## config.mk

```make
export PLATFORM = sky130hd
export DESIGN_NAME = greenhouse_climate_fsm_flat
export DESIGN_NICKNAME = d
export VERILOG_FILES = /design/src/rtl/greenhouse_climate_fsm_if.sv /design/src/rtl/greenhouse_climate_fsm.sv /design/src/flat_wrapper.sv
export SDC_FILE = /design/constraint.sdc
export NUM_CORES = 1
export LEC_CHECK = 0
export ABC_AREA = 1
export CAP_MARGIN = 20
export CORE_MARGIN = 2
export CORE_UTILIZATION = 55
export DETAILED_ROUTE_END_ITERATION = 12
export HOLD_SLACK_MARGIN = 0.08
export PLACE_DENSITY = 0.83
export RECOVER_POWER = 100
export SLEW_MARGIN = 20
export SYNTH_ARGS = -nofsm -noshare
export SYNTH_HDL_FRONTEND = slang
export SYNTH_SLANG_ARGS = --single-unit
```

## constraint.sdc

```tcl
create_clock -name clk -period 7.7 [get_ports clk]
set_input_delay 0.77 -clock clk [delete_from_list [all_inputs] [get_ports clk]]
set_output_delay 0.77 -clock clk [all_outputs]
set_load 0.1 [all_outputs]
```

## src/rtl/greenhouse_climate_fsm_if.sv

```systemverilog
// greenhouse_climate_fsm_if: sensor samples, runtime thresholds and actuator outputs of the climate FSM.
interface greenhouse_climate_fsm_if;
    logic        sample_valid;
    logic [15:0] light;
    logic [15:0] solar_th;
    logic [7:0]  solar_temp;
    logic [7:0]  greenhouse_temp;
    logic [7:0]  ambient_temp;
    logic [7:0]  geothermal_temp;
    logic [7:0]  solar_cooldown_th;
    logic [7:0]  solar_heatup_th;
    logic [7:0]  greenhouse_cooldown_th;
    logic [7:0]  greenhouse_heatup_th;
    logic [7:0]  ambient_cooldown_th;
    logic [7:0]  ambient_heatup_th;
    logic [7:0]  geothermal_cooldown_th;
    logic [7:0]  geothermal_heatup_th;
    logic [1:0]  state;
    logic [1:0]  active_source;
    logic        pump_solar;
    logic        pump_geo;
    logic        fan_ambient;
    logic        stale;

    modport master (
        output sample_valid, light, solar_th,
        output solar_temp, greenhouse_temp, ambient_temp, geothermal_temp,
        output solar_cooldown_th, solar_heatup_th, greenhouse_cooldown_th, greenhouse_heatup_th,
        output ambient_cooldown_th, ambient_heatup_th, geothermal_cooldown_th, geothermal_heatup_th,
        input  state, active_source, pump_solar, pump_geo, fan_ambient, stale
    );

    modport slave (
        input  sample_valid, light, solar_th,
        input  solar_temp, greenhouse_temp, ambient_temp, geothermal_temp,
        input  solar_cooldown_th, solar_heatup_th, greenhouse_cooldown_th, greenhouse_heatup_th,
        input  ambient_cooldown_th, ambient_heatup_th, geothermal_cooldown_th, geothermal_heatup_th,
        output state, active_source, pump_solar, pump_geo, fan_ambient, stale
    );
endinterface

```

## src/rtl/greenhouse_climate_fsm.sv

```systemverilog
// greenhouse_climate_fsm: heat/cool/idle decision with source selection, dwell rate limiting and sample watchdog.
module greenhouse_climate_fsm #(
    parameter int MIN_DWELL = 1000,
    parameter int TIMEOUT   = 50000000,
    parameter int HYST      = 2
) (
    input logic clk,
    input logic rst,
    greenhouse_climate_fsm_if.slave bus
);
    localparam logic [1:0] S_IDLE    = 2'd0;
    localparam logic [1:0] S_HEAT    = 2'd1;
    localparam logic [1:0] S_COOL    = 2'd2;
    localparam logic [1:0] SRC_NONE  = 2'd0;
    localparam logic [1:0] SRC_SOLAR = 2'd1;
    localparam logic [1:0] SRC_GEO   = 2'd2;
    localparam logic [1:0] SRC_AMB   = 2'd3;
    localparam int DW = MIN_DWELL > 0 ? $clog2(MIN_DWELL + 1) : 1;
    localparam int WW = TIMEOUT > 0 ? $clog2(TIMEOUT + 1) : 1;
    localparam logic [DW-1:0] DWELL_LOAD = DW'(MIN_DWELL);
    localparam logic [WW-1:0] WD_LIMIT = WW'(TIMEOUT);
    localparam logic [WW:0] WD_LIMIT_X = (WW + 1)'(TIMEOUT);
    localparam logic signed [9:0] HYST10 = 10'(HYST);

    function automatic logic signed [9:0] sx(input logic [7:0] v);
        return {{2{v[7]}}, v};
    endfunction

    function automatic logic [2:0] decode(input logic [1:0] s);
        return {s == SRC_AMB, s == SRC_GEO, s == SRC_SOLAR};
    endfunction

    logic signed [9:0] w_gh, w_sol, w_geo, w_amb;
    logic signed [9:0] w_gh_heat, w_gh_cool;
    logic w_light_ok;
    logic w_heat_sol, w_heat_geo, w_heat_amb;
    logic w_cool_sol, w_cool_geo, w_cool_amb;
    logic [1:0] w_heat_src, w_cool_src, w_next_state, w_next_src;
    logic w_change, w_accept, w_wd_expire;
    logic [WW:0] w_wd_inc;

    logic [1:0]    r_state, r_src;
    logic [2:0]    r_act;
    logic          r_stale;
    logic [DW-1:0] r_dwell;
    logic [WW-1:0] r_wd;

    assign w_gh       = sx(bus.greenhouse_temp);
    assign w_sol      = sx(bus.solar_temp);
    assign w_geo      = sx(bus.geothermal_temp);
    assign w_amb      = sx(bus.ambient_temp);
    assign w_gh_heat  = sx(bus.greenhouse_heatup_th);
    assign w_gh_cool  = sx(bus.greenhouse_cooldown_th);
    assign w_light_ok = bus.light >= bus.solar_th;

    assign w_heat_sol = w_light_ok && w_sol > w_gh && w_sol >= sx(bus.solar_heatup_th);
    assign w_heat_geo = w_geo > w_gh && w_geo >= sx(bus.geothermal_heatup_th);
    assign w_heat_amb = w_amb > w_gh && w_amb >= sx(bus.ambient_heatup_th);
    assign w_cool_sol = !w_light_ok && w_sol < w_gh && w_sol <= sx(bus.solar_cooldown_th);
    assign w_cool_geo = w_geo < w_gh && w_geo <= sx(bus.geothermal_cooldown_th);
    assign w_cool_amb = w_amb < w_gh && w_amb <= sx(bus.ambient_cooldown_th);

    assign w_heat_src = w_heat_sol ? SRC_SOLAR : w_heat_geo ? SRC_GEO : w_heat_amb ? SRC_AMB : SRC_NONE;
    assign w_cool_src = w_cool_amb ? SRC_AMB : w_cool_geo ? SRC_GEO : w_cool_sol ? SRC_SOLAR : SRC_NONE;

    // HEAT is tested first so it wins when the greenhouse thresholds overlap.
    assign w_next_state = r_state == S_IDLE ? (w_gh < w_gh_heat ? S_HEAT : w_gh > w_gh_cool ? S_COOL : S_IDLE)
                        : r_state == S_HEAT ? (w_gh >= w_gh_heat + HYST10 ? S_IDLE : S_HEAT)
                        : (w_gh <= w_gh_cool - HYST10 ? S_IDLE : S_COOL);
    assign w_next_src = w_next_state == S_HEAT ? w_heat_src : w_next_state == S_COOL ? w_cool_src : SRC_NONE;

    assign w_change    = {w_next_state, w_next_src} != {r_state, r_src};
    assign w_accept    = bus.sample_valid && w_change && r_dwell == '0;
    assign w_wd_inc    = {1'b0, r_wd} + 1'b1;
    assign w_wd_expire = !bus.sample_valid && w_wd_inc >= WD_LIMIT_X;

    always_ff @(posedge clk) begin
        if (rst) begin
            r_state <= S_IDLE;
            r_src   <= SRC_NONE;
            r_act   <= '0;
            r_stale <= 1'b0;
            r_dwell <= '0;
            r_wd    <= '0;
        end else begin
            r_wd <= bus.sample_valid ? '0 : (r_wd == WD_LIMIT ? r_wd : w_wd_inc[WW-1:0]);
            if (w_wd_expire) begin
                r_stale <= 1'b1;
                r_state <= S_IDLE;
                r_src   <= SRC_NONE;
                r_act   <= '0;
                r_dwell <= '0;
            end else begin
                if (bus.sample_valid)
                    r_stale <= 1'b0;
                if (w_accept) begin
                    r_state <= w_next_state;
                    r_src   <= w_next_src;
                    r_act   <= decode(w_next_src);
                    r_dwell <= DWELL_LOAD;
                end else if (r_dwell != '0) begin
                    r_dwell <= r_dwell - 1'b1;
                end
            end
        end
    end

    assign bus.state         = r_state;
    assign bus.active_source = r_src;
    assign bus.pump_solar    = r_act[0];
    assign bus.pump_geo      = r_act[1];
    assign bus.fan_ambient   = r_act[2];
    assign bus.stale         = r_stale;
endmodule

```

## src/flat_wrapper.sv

```systemverilog
// flat-port wrapper written by rule: the top's interface ports become plain ports
module greenhouse_climate_fsm_flat 
#(
    parameter int MIN_DWELL = 1000,
    parameter int TIMEOUT   = 50000000,
    parameter int HYST      = 2
)
  (clk, rst, bus_sample_valid, bus_light, bus_solar_th, bus_solar_temp, bus_greenhouse_temp, bus_ambient_temp, bus_geothermal_temp, bus_solar_cooldown_th, bus_solar_heatup_th, bus_greenhouse_cooldown_th, bus_greenhouse_heatup_th, bus_ambient_cooldown_th, bus_ambient_heatup_th, bus_geothermal_cooldown_th, bus_geothermal_heatup_th, bus_state, bus_active_source, bus_pump_solar, bus_pump_geo, bus_fan_ambient, bus_stale);
  greenhouse_climate_fsm_if bus_i ();
  input logic clk;
  input logic rst;
  input wire logic [$bits(bus_i.sample_valid)-1:0] bus_sample_valid;
  input wire logic [$bits(bus_i.light)-1:0] bus_light;
  input wire logic [$bits(bus_i.solar_th)-1:0] bus_solar_th;
  input wire logic [$bits(bus_i.solar_temp)-1:0] bus_solar_temp;
  input wire logic [$bits(bus_i.greenhouse_temp)-1:0] bus_greenhouse_temp;
  input wire logic [$bits(bus_i.ambient_temp)-1:0] bus_ambient_temp;
  input wire logic [$bits(bus_i.geothermal_temp)-1:0] bus_geothermal_temp;
  input wire logic [$bits(bus_i.solar_cooldown_th)-1:0] bus_solar_cooldown_th;
  input wire logic [$bits(bus_i.solar_heatup_th)-1:0] bus_solar_heatup_th;
  input wire logic [$bits(bus_i.greenhouse_cooldown_th)-1:0] bus_greenhouse_cooldown_th;
  input wire logic [$bits(bus_i.greenhouse_heatup_th)-1:0] bus_greenhouse_heatup_th;
  input wire logic [$bits(bus_i.ambient_cooldown_th)-1:0] bus_ambient_cooldown_th;
  input wire logic [$bits(bus_i.ambient_heatup_th)-1:0] bus_ambient_heatup_th;
  input wire logic [$bits(bus_i.geothermal_cooldown_th)-1:0] bus_geothermal_cooldown_th;
  input wire logic [$bits(bus_i.geothermal_heatup_th)-1:0] bus_geothermal_heatup_th;
  output wire logic [$bits(bus_i.state)-1:0] bus_state;
  output wire logic [$bits(bus_i.active_source)-1:0] bus_active_source;
  output wire logic [$bits(bus_i.pump_solar)-1:0] bus_pump_solar;
  output wire logic [$bits(bus_i.pump_geo)-1:0] bus_pump_geo;
  output wire logic [$bits(bus_i.fan_ambient)-1:0] bus_fan_ambient;
  output wire logic [$bits(bus_i.stale)-1:0] bus_stale;
  assign bus_i.sample_valid = bus_sample_valid;
  assign bus_i.light = bus_light;
  assign bus_i.solar_th = bus_solar_th;
  assign bus_i.solar_temp = bus_solar_temp;
  assign bus_i.greenhouse_temp = bus_greenhouse_temp;
  assign bus_i.ambient_temp = bus_ambient_temp;
  assign bus_i.geothermal_temp = bus_geothermal_temp;
  assign bus_i.solar_cooldown_th = bus_solar_cooldown_th;
  assign bus_i.solar_heatup_th = bus_solar_heatup_th;
  assign bus_i.greenhouse_cooldown_th = bus_greenhouse_cooldown_th;
  assign bus_i.greenhouse_heatup_th = bus_greenhouse_heatup_th;
  assign bus_i.ambient_cooldown_th = bus_ambient_cooldown_th;
  assign bus_i.ambient_heatup_th = bus_ambient_heatup_th;
  assign bus_i.geothermal_cooldown_th = bus_geothermal_cooldown_th;
  assign bus_i.geothermal_heatup_th = bus_geothermal_heatup_th;
  assign bus_state = bus_i.state;
  assign bus_active_source = bus_i.active_source;
  assign bus_pump_solar = bus_i.pump_solar;
  assign bus_pump_geo = bus_i.pump_geo;
  assign bus_fan_ambient = bus_i.fan_ambient;
  assign bus_stale = bus_i.stale;
  greenhouse_climate_fsm #(.MIN_DWELL(MIN_DWELL), .TIMEOUT(TIMEOUT), .HYST(HYST)) u_core (.clk(clk), .rst(rst), .bus(bus_i));
endmodule
```

==> run summary <==
outcome: finished, final reports clean
RSZ-0062 raised after global routing: false
post-synth top area share: 0.2623
Synth Area in XOR/XNOR: 0.05391
vias in the first global route: 5664
adder-cell area share of the yosys netlist: 0.2623
HP Class: reg -> reg
# setup viols final: 0
met3 Use GR: 0.02773
largest net degree at the start of global routing: 24
Post-Syn Nets: 1180
compound-gate portion of the synthesized area: 0.08639
total global-route track usage: 0.2493
Slew HR: 0.3306
critical path launch point type: primary input
Tcrit/Tclk final: 0.5780
crit path DAT: 4.69 ns
Worst-path clk slew: 0.08 ns
CTS Sinks: 44
final clock skew: 0.004919 ns
Cell Area, Synth: 6011 um2
detailed placement HPWL: 12260 um
GR Util met1: 0.3239
starting density of the core: 0.5594
IO Count: 139
Pwr Density: 119.9 nW/um2
maximum vdd drop: 0.1693 mV
setup TNS: 0 ns
Yosys warnings: 0
final-report hold violation count: 0
LEAKAGE: 0.003956 uW
met2 Usage GRT: 0.4451
Post-CTS Setup Inserts: 0
max-cap check violation count: 0
cell taking the most area after synthesis: ha_1
Max FO, Critical Path: 14
CTS tree: done
Synth area leaders: ha_1, dfxtp_1, nand2_1
post-synthesis async set-or-reset flop share: 0
total power: 908.7 uW
1st-iter DRT viols: 348
CTS Buf Count: 5
DR vias: 6073
Crit Path Class: in -> reg
busiest grt layer: met2
area of placed instances: 7525 um2
largest family of logic cells by synthesized area: simple AND/OR/NAND/NOR gates
ANT nets after route: 0
cts repair resizes: 0
Slew @ Worst Pin: 1.001 ns
syn_area_per_cell: 6.512 um2
antenna cells: 0
wire per inst: 11.83 um
Routed WL: 14220 um
initial antenna violation count: 0
Yosys cell types: 36
H-tree depth: 2
Die Footprint: 11780 um2
Mapped Cells: 923
fmax: 224.7 MHz
Root Driver: clkbuf_8
commonest non-fill, non-tap cells in the layout: nand2_1, inv_1, clkdlybuf4s50_1
gr ovfl total: 0
drt pass-1 iters: 5
# nets final: 1319
commonest non-fill, non-tap cell in the layout: nand2_1
number of synthesized flops with an enable pin: 0
CP required: 7.94 ns
dominant synthesized flop cell: dfxtp_1
Skew-Pair Late Insertion Delay: 0.30 ns
final hold slack: 0.4681 ns
fin area: 7581 um2
Pins Over Slew Limit: 0
Area growth syn-to-layout: 26.12%
vias per cell: 5.052
die width: 108.5 um
DRC: 0
post-synthesis mux area share: 0
Worst setup EP type: register
register bit count reported by yosys: 44
Placement Rows: 38
# port buffers: 138
CORE AREA: 10750 um2
clock tree buffer depth: 2
global placement routability congestion: 0.9595
die height: 108.5 um
layout cell share with drive strength beyond 1: 0.03296
hold buffers post-CTS: 0
first-pass GRT wire length: 24140 um
simple-gate portion of the synthesized area: 0.3270
register area share after synthesis: 0.1465
min cycle time layout: 4.450 ns
## layer usage
| layer | share of wire | wire length, um |
|---|---|---|
| met1 | 0.48 | 6772 |
| met4 | 0.018 | 263 |
| met2 | 0.46 | 6509 |
| met5 | 0 | 0 |
| met3 | 0.048 | 677 |
## area by class of cell
| type | instances | area [um2] |
|---|---|---|
| clock buffers | 5 | 68.82 |
| clock inverters | 2 | 12.51 |
| fillers | 928 | 3164 |
| inverters | 187 | 701.9 |
| multi-input cells | 686 | 4360 |
| flip-flops and latches | 44 | 880.8 |
| well taps | 140 | 175.2 |
| repair buffers | 138 | 1381 |
## through the flow
step,setup slack (ns),std cells,utilization
floorplan,4.246,923,-
global placement,3.549,1195,0.7003
detailed placement,3.378,1195,0.7003
CTS,3.702,1202,0.7078
global route,2.743,1202,0.7055
finish,3.250,1202,0.7055
## sequential cells by signal, indices dropped and copies added (netlist names)
register and flops:
u_core.bus.active_source 2, u_core.bus.state 2, u_core.bus.stale 1, u_core.r_wd 26, u_core.r_act 3, u_core.r_dwell 10
## cells by family after synthesis
logic type | after synthesis
and+or+nand+nor | 434
buffers and inverters | 193
adders and majority gates | 126
AOI/OAI and AO/OA | 89
DFF | 44
xor gates and xnor gates | 37
## cells in the mapped netlist (15+ instances only)
cell type	instances
a21oi_1	50
inv_1	187
ha_1	126
o21ai_0	15
nand2_1	207
nor3_1	17
xor2_1	27
dfxtp_1	44
nand3_1	48
nor2_1	98
nand4_1	31
## critical path, stage by stage
cell and delay (ns):
dlygate4sd3_1 0.56, inv_1 0.12, ha_1 0.20, nand3_1 0.12, nor3_1 0.19, xor2_1 0.16, inv_1 0.05, ha_1 0.26
nand2_1 0.09, inv_1 0.05, a21oi_1 0.20, nand3_1 0.10, nand2_1 0.06, nand4_1 0.13, nand2_1 0.15, nand2_1 0.08
nand2_1 0.14, nand2_1 0.06, nand2_1 0.06, nand3_1 0.21, nand3_1 0.53, nand3_1 0.24, nor2_1 0.14
## where the power goes
part | leakage [uW] | switching [uW] | internal, uW
combinational | 0.00356 | 277 | 216
clock | 0.0000400 | 78.7 | 61.4
sequential | 0.000357 | 21.4 | 253
total | 0.00396 | 378 | 531
## path summary, 6_finish.rpt
| kind | end | from | slack, ns | cells past startpoint |
|---|---|---|---|---|
| max | u_core.r_dwell[2]$_SDFFE_PP0N_ | bus_greenhouse_cooldown_th[1] | 3.25 | 23 |
| min | u_core.r_act[2]$_SDFFE_PP0P_ | u_core.r_act[2]$_SDFFE_PP0P_ | 0.47 | 2 |
| max reg2reg | u_core.bus.state[1]$_SDFFE_PP0P_ | u_core.r_wd[0]$_SDFFE_PP0P_ | 4.98 | 17 |
| min reg2reg | u_core.r_act[2]$_SDFFE_PP0P_ | u_core.r_act[2]$_SDFFE_PP0P_ | 0.47 | 2 |
Note: power is estimated with default switching activity, not from simulation.
